### config.mk
export PLATFORM = sky130hd
export DESIGN_NAME = button_encoder_4to2
export DESIGN_NICKNAME = d
export VERILOG_FILES = /design/src/rtl/button_encoder_4to2_pkg.sv /design/src/rtl/button_encoder_4to2_sync_2ff.sv /design/src/rtl/button_encoder_4to2.sv
export SDC_FILE = /design/constraint.sdc
export NUM_CORES = 1
export LEC_CHECK = 0
export CORE_UTILIZATION = 36
export CTS_CLUSTER_SIZE = 30
export DETAILED_ROUTE_END_ITERATION = 8
export PLACE_DENSITY = 0.58
export SLEW_MARGIN = 20
export SYNTH_ARGS = -nofsm -noshare
export SYNTH_HDL_FRONTEND = slang
export SYNTH_SLANG_ARGS = --single-unit
### constraint.sdc
create_clock -name clk -period 4.9 [get_ports clk]
set_input_delay 1.225 -clock clk [delete_from_list [all_inputs] [get_ports clk]]
set_output_delay 1.225 -clock clk [all_outputs]
set_load 0.005 [all_outputs]
### src/rtl/button_encoder_4to2_pkg.sv
// Shared definitions for the button encoder and its companion 2-to-4 digit decoder.
package button_encoder_4to2_pkg;

  typedef enum logic [1:0] {
    IDLE     = 2'd0,
    DEBOUNCE = 2'd1,
    HOLD     = 2'd2,
    RELEASE  = 2'd3
  } state_t;

  localparam logic [1:0] CODE_BTN0 = 2'b00;
  localparam logic [1:0] CODE_BTN1 = 2'b01;
  localparam logic [1:0] CODE_BTN2 = 2'b10;
  localparam logic [1:0] CODE_BTN3 = 2'b11;

endpackage

### src/rtl/button_encoder_4to2_sync_2ff.sv
// Two-flop synchroniser bringing asynchronous lines into the clk domain.
module sync_2ff #(
  parameter int WIDTH = 1
) (
  input  logic             clk,
  input  logic             reset,
  input  logic [WIDTH-1:0] d,
  output logic [WIDTH-1:0] q
);

  logic [WIDTH-1:0] meta;

  always_ff @(posedge clk) begin
    if (reset) begin
      meta <= '0;
      q    <= '0;
    end else begin
      meta <= d;
      q    <= meta;
    end
  end

endmodule

### src/rtl/button_encoder_4to2.sv
// Debounced priority encoder for four buttons; one valid/ready event per press.
module button_encoder_4to2
  import button_encoder_4to2_pkg::*;
#(
  parameter int DEBOUNCE_CYCLES = 16
) (
  input  logic       clk,
  input  logic       reset,
  input  logic [3:0] btn,
  input  logic       ready,
  output logic       valid,
  output logic [1:0] code,
  output logic       multi
);

  localparam int CNT_W = $clog2(DEBOUNCE_CYCLES + 1);
  localparam logic [CNT_W-1:0] CNT_MAX = CNT_W'(DEBOUNCE_CYCLES);
  localparam logic [CNT_W-1:0] CNT_ONE = CNT_W'(1);

  function automatic logic [1:0] enc(input logic [3:0] p);
    logic [1:0] c;
    c = CODE_BTN0;
    if (p[1]) c = CODE_BTN1;
    if (p[2]) c = CODE_BTN2;
    if (p[3]) c = CODE_BTN3;
    return c;
  endfunction

  function automatic logic is_multi(input logic [3:0] p);
    logic [2:0] n;
    n = '0;
    for (int i = 0; i < 4; i++) n = n + {2'b00, p[i]};
    return n > 3'd1;
  endfunction

  logic [3:0]       s;
  state_t           state, state_nx;
  logic [CNT_W-1:0] cnt, cnt_nx;
  logic [3:0]       pat, pat_nx;
  logic             valid_nx, multi_nx;
  logic [1:0]       code_nx;

  sync_2ff #(.WIDTH(4)) u_sync (
    .clk   (clk),
    .reset (reset),
    .d     (btn),
    .q     (s)
  );

  always_ff @(posedge clk) begin
    if (reset) begin
      state <= IDLE;
      cnt   <= '0;
      pat   <= '0;
      valid <= 1'b0;
      code  <= CODE_BTN0;
      multi <= 1'b0;
    end else begin
      state <= state_nx;
      cnt   <= cnt_nx;
      pat   <= pat_nx;
      valid <= valid_nx;
      code  <= code_nx;
      multi <= multi_nx;
    end
  end

  always_comb begin
    state_nx = state;
    cnt_nx   = cnt;
    pat_nx   = pat;
    valid_nx = valid;
    code_nx  = code;
    multi_nx = multi;
    unique case (state)
      IDLE: begin
        if (s != 4'b0000) begin
          pat_nx   = s;
          cnt_nx   = CNT_ONE;
          state_nx = DEBOUNCE;
        end
      end
      DEBOUNCE: begin
        if (s == 4'b0000) begin
          state_nx = IDLE;
        end else if (s != pat) begin
          // A different chord restarts the stability window.
          pat_nx = s;
          cnt_nx = CNT_ONE;
        end else if (cnt == CNT_MAX) begin
          valid_nx = 1'b1;
          code_nx  = enc(pat);
          multi_nx = is_multi(pat);
          state_nx = HOLD;
        end else begin
          cnt_nx = cnt + CNT_ONE;
        end
      end
      HOLD: begin
        if (ready) begin
          valid_nx = 1'b0;
          cnt_nx   = '0;
          state_nx = RELEASE;
        end
      end
      RELEASE: begin
        // Any activity restarts the release window so a held press cannot re-fire.
        if (s != 4'b0000) begin
          cnt_nx = '0;
        end else if (cnt == CNT_MAX) begin
          cnt_nx   = '0;
          state_nx = IDLE;
        end else begin
          cnt_nx = cnt + CNT_ONE;
        end
      end
      default: state_nx = IDLE;
    endcase
  end

endmodule
* After elaboration in Yosys (flattened, before gate mapping)
Index checks and enable logic that the tools add are counted.
** Operators by class
- $add $sub $neg :: 4
- Order comparisons :: 1
- Equality and inequality tests :: 16
- Multiplexer cells :: 28
- Bitwise operators :: 2
- Reduce and logical (&&, ||, !) cells :: 10
** Operators with widths (number)
- $mux W5 :: 7
- $pmux W5 S4 :: 1
- $mux W2 :: 9
- $ne A2 B2 Y1 const B :: 8
- $mux W4 :: 3
- $reduce_and A4 Y1 :: 3
- $ne A3 B3 Y1 const B :: 3
- $pmux W2 S4 :: 1
- $pmux W4 S2 :: 1
- $reduce_and A6 Y1 :: 1
- $add A5 B1 Y5 const B :: 1
- $eq A5 B5 Y1 const B :: 1
- $mux W1 :: 5
- $reduce_and A5 Y1 :: 1
- $eq A2 B2 Y1 const B :: 2
- $logic_not A4 Y1 :: 1
- $ne A4 B4 Y1 :: 1
- $reduce_bool A2 Y1 :: 2
- $reduce_bool A4 Y1 :: 1
- $add A2 B1 Y3 :: 1
- $add A3 B1 Y3 :: 1
- $gt A3 B1 Y1 const B :: 1
- $add A1 B1 Y2 :: 1
- $eq A2 B1 Y1 const B :: 1
- other kinds (3) :: 4
** Word-level totals
- Register bits after elaboration :: 23
- Input bits :: 7
- Word-level logic and storage cells :: 69

* Longest topological paths before layout
- Depth after elaboration :: 5
- Gate-level depth with buffers :: 7

* Modules after synthesis
Synthesis repeated with hierarchy kept, for this count alone.
** Second synthesis, totals
- Cell total of the unflattened synthesis :: 114
- Area total of the unflattened synthesis :: 1049.8 sq um
** Modules (own cells, without submodules)
- button_encoder_4to2 :: times used 1, cells an instance 98, area an instance 839.6 sq um, sequential area each 300.3 sq um
- sync_2ff :: times used 1, cells an instance 16, area an instance 210.2 sq um, sequential area each 160.2 sq um

* Worst setup path before layout
No wires, ideal clock.
- Kind :: input to register
- Start point :: input ready
- End point :: register cnt[0]
- Arrival :: 1.923 ns
- Path slack :: 2.842 ns
- Stages on the path :: 5
- Cell sequence :: nor3b_1 -> a21o_1 -> a31o_2 -> a311oi_1 -> a211oi_1
** On the way
- Longest elaborated chain between the ends :: 2
** RTL lines
- start, declared :: RTL line button_encoder_4to2.sv:10 : input logic ready,
- $ne A2 B2 Y1 (no source line)
- $reduce_and A4 Y1 (no source line)
- end signal, assigned :: RTL line button_encoder_4to2.sv:60 : cnt <= cnt_nx;
- end, declared :: RTL line button_encoder_4to2.sv:38 : logic [CNT_W-1:0] cnt, cnt_nx;
No other way between the ends.
A chain may end at the register's enable or synchronous reset.

* Worst setup path after layout
- Start point :: register code[1]
- End point :: output code[1]
** RTL lines
- start, declared :: RTL line button_encoder_4to2.sv:12 : output logic [1:0] code,
- start signal, assigned :: RTL line button_encoder_4to2.sv:63 : code <= code_nx;
No word-level cell between the ends.

==> results_dict.tcl <==
set metrics [dict create \
    status "completed" \
    numCtsBuffers 3 \
    fin_setup_tns_ns 0 \
    power_frac_seq_pct 61.6 \
    cts.sinks 23 \
    grt_pass1_vias 721 \
    cp.required_ns 3.67 \
    intPower_mw 0.2411 \
    leakagePower_nw 0.4165 \
    p_per_area_nw_per_um2 273.5 \
    clk-insertion-delay-late_ns 0.31 \
    ys_types 31 \
    timing.rr.start "cnt[0]" \
    path_clk_slew_ns 0.12 \
    drtIter0Drc 19 \
    synth_area_leaders "dfxtp_1 44%, nor2b_1 4.8%, a21oi_1 4.3%, nor4_4 4.1%, nand2_1 3.6%" \
    power_frac_comb_pct 12.0 \
    worstPathCellList "clkdlybuf4s50_1" \
    ys_ff_latch 23 \
    critical_path_cell_count 1 \
    yosysSeqAreaShare_pct 44.23 \
    fmax_mhz 421.0 \
    cp-endpoint "code[1]" \
    crit_path_max_fanout 2 \
    via_per_inst 5.105 \
    finalClockSkew_ns 0.002657 \
    crit_buf_inv 1 \
    crit_path_end_kind "output port" \
    initial_utilization_pct 37.75 \
    period_minus_slack_ns 2.375 \
    startpoint "code[1]" \
    ctsHtreeMaxLevel 1 \
    report.final.slew_viol_count 0 \
    regToRegSetupSlack_ns 2.99 \
    crit_slowest_cell "clkdlybuf4s50_1" \
    drc 0 \
    fin_nets 132 \
    cp.arrival_ns 1.15 \
    coreArea_um2 2758 \
    setup_violations 0 \
    cts_tree "done" \
    holdCritPathClass "reg2reg" \
    antenna_found_initial 0 \
    antenna_cells 0 \
    fillers 261 \
    die_h_um 55.78 \
    r2r_cells 7 \
    clockBufferDepth 2 \
    drive_gt1_share_pct 8.264 \
    rsz0062_at_grt "no" \
    grt_start_max_net_pins 24 \
    multi_input_area_um2 524.3 \
    grt_pass1_wl_mm 3.084 \
    path_delay_family "buffers and inverters" \
    ctsResizeCount 0 \
    vias 776 \
    cp-start-kind "flip-flop" \
    cts_root_buffer "clkbuf_4" \
    fin_util_pct 42.83 \
    ant_nets 0 \
    grt_overflow 0 \
    syn_avg_cell_area_um2 9.295 \
    routedWlPerCell_um 11.11 \
    first_pass_iters 4 \
    worst_slew_margin_rel_pct 41.74 \
    drt-total-wl_mm 1.688 \
    hold_violations 0 \
    numPlacedInstances 148 \
    die_w_um 55.78 \
    netlist_instances 112 \
    synth_top_area_share_pct 44.23 \
    switching_share_pct 25.36 \
    area_growth_pct 13.46 \
    detailed_place_hpwl_mm 1.226 \
    ir_drop_mv 0.1950 \
    clkPwrFrac_pct 26.3 \
    num_rows 19 \
    register_area_um2 460.4 \
    yosys.area.top_type "dfxtp_1" \
    fin_crit_sh_pct 48.47 \
    io_pins 11 \
    grt_use_total_pct 12.36 \
    ys_warn_count 0 \
    post_cts_buffers 0 \
    ctsHoldBuffers 0 \
    finalNonFillerCells 152 \
    syn_area_um2 1041 \
    place_congestion 0.7875 \
    syn-num-nets 122 \
    numPortBuffers 10 \
    cap_viol_max_count 0 \
    cp_slowest_stage_delay_ns 0.50 \
    switching_power_mw 0.08190 \
    rr_endpoint "cnt[3]" \
    critical_path_class "reg2out" \
    die_area_um2 3111 \
    power.total_mw 0.3230 \
    tightest_slew_ns 0.8711 \
]
==> placed cells by master (no fill, tap or decap), types with 4 or more instances in the layout <==
cell | netlist | routed
xor2_1 | 4 | 4
clkdlybuf4s50_1 | 0 | 10
o21ai_0 | 5 | 5
nand2_1 | 10 | 10
nor2_1 | 7 | 7
inv_1 | 8 | 8
a21oi_1 | 9 | 9
dfxtp_1 | 23 | 23
nand3_1 | 6 | 6
nor2b_1 | 8 | 8
==> registers in the layout, summed over array words and instances (netlist names), named ones only <==
register	flops
pat	4
multi	1
state	1
u_sync.meta	4
code	2
valid	1
cnt	5
u_sync.q	4
==> metal layers <==
layer  routed length (um)  track usage [%]  up-vias
li1                     -                -      408
met1                  869            15.52      353
met2                  744            20.65       13
met3                   66            4.419        2
met4                    8            2.143        0
met5                    0                0        -
==> how the worst min path moves through the flow <==
| stage | cells past startpoint | startpoint | slack (ns) | to |
|---|---|---|---|---|
| after floorplan | 1 | u_sync.meta[0] | 0.41 | u_sync.q[0] |
| after global placement | 1 | u_sync.meta[3] | 0.42 | u_sync.q[3] |
| after detailed placement | 1 | u_sync.meta[0] | 0.42 | u_sync.q[0] |
| after CTS | 1 | u_sync.meta[0] | 0.45 | u_sync.q[0] |
| after global routing | 1 | u_sync.meta[0] | 0.47 | u_sync.q[0] |
| final | 1 | u_sync.meta[0] | 0.45 | u_sync.q[0] |
==> power by group through the flow <==
stage | Sequential, mW | Clock [mW] | Combinational, mW
after floorplan | 0.201 | 0 | 0.0292
after global placement | 0.203 | 0 | 0.0378
after detailed placement | 0.203 | 0 | 0.0385
after CTS | 0.199 | 0.0904 | 0.0389
after global routing | 0.200 | 0.0977 | 0.0439
final | 0.199 | 0.0851 | 0.0388
==> per-stage QoR <==
stage	area [um^2]	worst slack (ns)	hold WS [ns]
2_1_floorplan	1041	2.842	0.4138
3_3_place_gp	1154	2.277	0.4185
3_5_place_dp	1154	2.255	0.4239
4_1_cts	1181	2.505	0.4536
5_1_grt	1181	2.471	0.4651
6_report	1181	2.525	0.4498
==> synth_stat cells (all sizes together) <==
master    n
xor2      4
and4b     1
inv       8
dfxtp    23
nor2      7
buf       1
nor2b     8
nand2b    1
a31o      1
o21ai     5
fa        1
nand3b    1
a31oi     3
and4bb    1
ha        2
a211oi    2
nor4      2
xnor2     1
o2bb2ai   1
nor3b     2
o2111ai   1
a311oi    3
a21oi     9
nand4b    1
clkbuf    4
a21o      2
mux2i     1
nand2    10
nand3     6
==> layout make-up <==
type,instances,share of cell area (%)
Multi-Input combinational cell,76,44.39
Sequential cell,23,38.98
Timing Repair Buffer,10,8.475
Tap cell,31,3.284
Inverter,8,2.542
Clock buffer,3,1.907
Clock inverter,1,0.4237
==> logic make-up (layout without fill, tap and decap cells) <==
logic type,Yosys count,in the layout,share of synthesized area (%)
simple gates,40,40,23.68
compound gates,27,27,17.19
flops,23,23,44.23
buf+inv,13,22,5.408
xor+xnor,5,5,4.207
fa+ha+maj,3,3,4.327
mux,1,1,0.9616
Note: power is estimated with default switching activity, not from simulation.
